==> config.mk <==
export PLATFORM = sky130hd
export DESIGN_NAME = cache_line_xfer
export DESIGN_NICKNAME = d
export VERILOG_FILES = /design/src/rtl/cache_line_xfer.sv
export SDC_FILE = /design/constraint.sdc
export NUM_CORES = 1
export LEC_CHECK = 0
export ABC_AREA = 1
export CORE_MARGIN = 2
export CORE_UTILIZATION = 39
export DETAILED_ROUTE_END_ITERATION = 7
export PLACE_DENSITY = 0.87
export SLEW_MARGIN = 0
export SYNTH_ARGS = -nofsm -noshare
export SYNTH_HDL_FRONTEND = slang
export SYNTH_SLANG_ARGS = --single-unit
export TNS_END_PERCENT = 5
==> constraint.sdc <==
create_clock -name CLK -period 1.7 [get_ports CLK]
set_clock_uncertainty 0.15 [all_clocks]
set_input_delay 0.255 -clock CLK [delete_from_list [all_inputs] [get_ports CLK]]
set_output_delay 0.255 -clock CLK [all_outputs]
set_load 0.01 [all_outputs]
==> src/rtl/cache_line_xfer.sv <==
// Cache line transfer engine: optional dirty-victim writeback followed by a line fill,
// one word per MainMemory transaction, with an idle memory cycle after every memValid.
module cache_line_xfer #(
  parameter  int BURST_WIDTH = 8,
  localparam int OFF         = $clog2(BURST_WIDTH),
  localparam int LW          = 30 - OFF
) (
  input  logic           CLK,
  input  logic           RST,
  input  logic           REQ,
  input  logic           DIRTY,
  input  logic [LW-1:0]  VICTIM_LADDR,
  input  logic [LW-1:0]  MISS_LADDR,
  output logic           BUSY,
  output logic           DONE,
  output logic [OFF-1:0] WB_IDX,
  input  logic [31:0]    WB_WORD,
  output logic           FILL_WE,
  output logic [OFF-1:0] FILL_IDX,
  output logic [31:0]    FILL_WORD,
  output logic           MEM_RE,
  output logic           MEM_WE,
  output logic [29:0]    MEM_ADDR,
  output logic [31:0]    MEM_DATA_IN,
  input  logic [31:0]    MEM_DOUT,
  input  logic           memValid
);

  localparam logic [OFF-1:0] LAST = OFF'(BURST_WIDTH - 1);

  typedef enum logic [2:0] {
    S_IDLE, S_WB, S_WB_GAP, S_FILL, S_FILL_GAP, S_DONE
  } state_t;

  state_t         r_state;
  state_t         w_next;
  logic [OFF-1:0] r_cnt;
  logic [LW-1:0]  r_victim;
  logic [LW-1:0]  r_miss;
  logic           r_fill_we;
  logic [OFF-1:0] r_fill_idx;
  logic [31:0]    r_fill_word;
  logic           w_last;

  assign w_last = (r_cnt == LAST);

  // Memory-side outputs decode straight from state so a reset edge drops RE/WE
  // in the very next cycle.
  always_comb begin
    w_next      = r_state;
    BUSY        = (r_state != S_IDLE);
    DONE        = 1'b0;
    MEM_RE      = 1'b0;
    MEM_WE      = 1'b0;
    MEM_ADDR    = '0;
    MEM_DATA_IN = '0;
    case (r_state)
      S_IDLE: begin
        if (REQ) w_next = DIRTY ? S_WB : S_FILL;
      end
      S_WB: begin
        MEM_WE      = 1'b1;
        MEM_ADDR    = {r_victim, r_cnt};
        MEM_DATA_IN = WB_WORD;
        if (memValid) w_next = S_WB_GAP;
      end
      S_WB_GAP: begin
        w_next = w_last ? S_FILL : S_WB;
      end
      S_FILL: begin
        MEM_RE   = 1'b1;
        MEM_ADDR = {r_miss, r_cnt};
        if (memValid) w_next = S_FILL_GAP;
      end
      S_FILL_GAP: begin
        w_next = w_last ? S_DONE : S_FILL;
      end
      S_DONE: begin
        DONE   = 1'b1;
        w_next = S_IDLE;
      end
      default: w_next = S_IDLE;
    endcase
  end

  always_ff @(posedge CLK) begin
    if (RST) begin
      r_state     <= S_IDLE;
      r_cnt       <= '0;
      r_victim    <= '0;
      r_miss      <= '0;
      r_fill_we   <= 1'b0;
      r_fill_idx  <= '0;
      r_fill_word <= '0;
    end else begin
      r_state   <= w_next;
      r_fill_we <= 1'b0;
      case (r_state)
        S_IDLE: begin
          if (REQ) begin
            r_victim <= VICTIM_LADDR;
            r_miss   <= MISS_LADDR;
            r_cnt    <= '0;
          end
        end
        S_WB_GAP: begin
          r_cnt <= w_last ? '0 : r_cnt + OFF'(1);
        end
        S_FILL: begin
          if (memValid) begin
            r_fill_we   <= 1'b1;
            r_fill_idx  <= r_cnt;
            r_fill_word <= MEM_DOUT;
          end
        end
        S_FILL_GAP: begin
          if (!w_last) r_cnt <= r_cnt + OFF'(1);
        end
        // Leave IDLE with the word index back at zero.
        S_DONE: r_cnt <= '0;
        default: ;
      endcase
    end
  end

  assign WB_IDX    = r_cnt;
  assign FILL_WE   = r_fill_we;
  assign FILL_IDX  = r_fill_idx;
  assign FILL_WORD = r_fill_word;

endmodule

==> impl_metrics.ini <==
[synthesis]
ys_ff_latch = 96
yosys_warnings = 0
yosysTopAreaCell = dfxtp_1
syn-num-nets = 685
synth.distinct_cells = 23
synth_edf_count = 0
async_flop_share = 0
synth.top_cell.area_share = 0.460
syn_inst = 560
ys_top_cells_by_area = dfxtp_1 46%, a21oi_1 11%, inv_1 8.8%
yosysSeqAreaShare = 0.460
syn_avg_cell_area_um2 = 7.46
syn_area_um2 = 4180
yosysMostFrequentCell = inv_1
synthFlopType = dfxtp_1
synth_common_cells = 98 x inv_1, 96 x dfxtp_1, 93 x a21oi_1

[grt]
gr-total-overflow = 0
grt_max_degree = 59
antenna_found_initial = 0
grt_first_pass_wirelength_mm = 20.1
grt_pass1_vias = 4262
grt_usage = 0.216

[cells_and_area]
syn_to_final_growth_pct = 62.3
antennaDiodeCount = 0
fin_cells = 926
drive_above_1_share = 0.201
nets = 910
final_cell_area_um2 = 6780
final_core_util = 0.654
fillCellCount = 870

[clock_tree]
clk_pin_slew_ns = 0.10
clock_path_buffers = 2
h-tree-depth = 3
cts_tree = yes
cts_buffers = 9
cts_hold_buf = 0
worst_skew_pair.late_latency_ns = 0.34
clock-sinks = 96
clockRootBuffer = clkbuf_8

[drt]
routed_wl_mm = 13.6
dr.pass1.iters = 5
postRouteAntennaNets = 0
avgViaCountPerCell = 4.88
drtIter0Drc = 329
drc = 0
wire_per_inst_um = 14.7
vias = 4521

[placed_design]
portBuffers = 227
place_congestion = 0.907
dpl_worst_slack_ns = -0.283
placed_cells = 902
dpl_cell_area_um2 = 6550
hpwl_mm = 9.56

[timing]
rsz0062_at_grt = yes
drv_slew = 0
setup_viol = 61
fmax_ghz = 0.528
relSlewSlack = 0.738
period_needed_ns = 1.89
finalCritPeriodShare = 1.11
worst_hold_slack_ns = 0.313
tns_ns = -7.88
tightest_slew_ns = 0.393
fin_ws_ns = -0.195
hold_viol_final = 0

[setup_path]
crit_family = buffers and inverters
cp-end-kind = primary output
cp_cell_sequence = inv_2, nand2_4, nor2_4, inv_4, buf_12, o22ai_2, buf_2
required_ns = 1.29
critical_path_buf_inv_count = 4
path_max_fanout = 14
slowest_stage = dfxtp_2
critPathLaunchType = flip-flop
worst-setup-path-type = flip-flop to primary output
cp_slowest_stage_delay_ns = 0.33
worstPathArrival_ns = 1.49

[die]
die-width_um = 108
rows = 37
io_pins = 228
die_y_um = 108
start_util = 0.403
fp.dieArea_um2 = 11600
design.core.area_um2 = 10400

[pwr]
powerDensity_nw_per_um2 = 817
power_mw = 5.54
power_leakage_nw = 3.14
ir_drop_v = 0.000434

[status]
status = complete, but fails checks
violations = setup timing

[flow_run]
cap_viol_max_count = 0

[hold_path]
timing.hold.worst.class = flip-flop to flip-flop
-- cells in the final DEF (no fill, tap or decap), types with 9 or more instances in the layout --
cell,n
clkdlybuf4s50_1,142
inv_1,96
a21oi_1,93
dfxtp_1,92
buf_2,63
nand2_1,52
nand3_1,38
nor2_1,32
o21ai_0,31
o21ai_1,19
o22ai_2,16
dlymetal6s2s_1,16
buf_4,14
o22ai_1,11
nor2_2,9
clkbuf_8,9
-- what timing repair did --
action / CTS / global route
buffers inserted: 0 / 5
pin swaps: 0 / 4
setup endpoints to repair: 105 / 163
gates cloned: 1 / 2
gates resized for setup: 276 / 86
-- power breakdown --
part	switching, mW	internal (mW)
registers	0.0695	2.44
logic	0.840	0.770
clock network	0.856	0.561
-- worst min-delay path, cell delays in order (launching register included) --
cell	delay, ns
dfxtp_1	0.31
inv_1	0.06
a21oi_1	0.06
-- layout make-up --
class / count / area [um^2] / area share
Clock buffer: 9 / 124 / 0.0183
Clock inverter: 7 / 63.8 / 0.00941
Inverter: 102 / 388 / 0.0572
Multi-Input combinational cell: 321 / 1750 / 0.259
Sequential cell: 96 / 1930 / 0.285
Tap cell: 136 / 170 / 0.0251
Timing Repair Buffer: 255 / 2350 / 0.346
-- metal layers --
metal / global-route usage / vias to the layer above / share of wire
met5: 0 / - / 0
met4: 0.0879 / 0 / 0.025
met3: 0.0430 / 26 / 0.062
met2: 0.387 / 182 / 0.54
met1: 0.250 / 2059 / 0.38
li1: - / 2254 / -
-- flip-flops by register name, summed over array words and instances (netlist names) --
| name | flops |
|---|---|
| FILL_WORD | 32 |
| FILL_WE | 1 |
| r_miss | 27 |
| r_victim | 27 |
| FILL_IDX | 3 |
| WB_IDX | 3 |
| r_state | 3 |
-- cell families after synthesis --
kind of cell,after synthesis,share of synthesized area
compound gates,178,0.223
fa+ha+maj,2,0.00599
buf+inv,143,0.159
flops,96,0.460
simple gates,141,0.152
-- path summary, 6_finish.rpt --
| kind | start | endpoint | slack [ns] | cells after the start |
|---|---|---|---|---|
| hold reg to reg | r_miss[8]$_SDFFE_PP0P_ | r_miss[8]$_SDFFE_PP0P_ | 0.31 | 2 |
| setup / recovery | r_state[2]$_SDFFE_PP0P_ | MEM_ADDR[18] | -0.19 | 7 |
| setup reg to reg | r_state[0]$_SDFFE_PP0P_ | r_victim[16]$_SDFFE_PP0P_ | 0.01 | 8 |
| hold / removal | r_miss[8]$_SDFFE_PP0P_ | r_miss[8]$_SDFFE_PP0P_ | 0.31 | 2 |
Note: power is estimated with default switching activity, not from simulation.
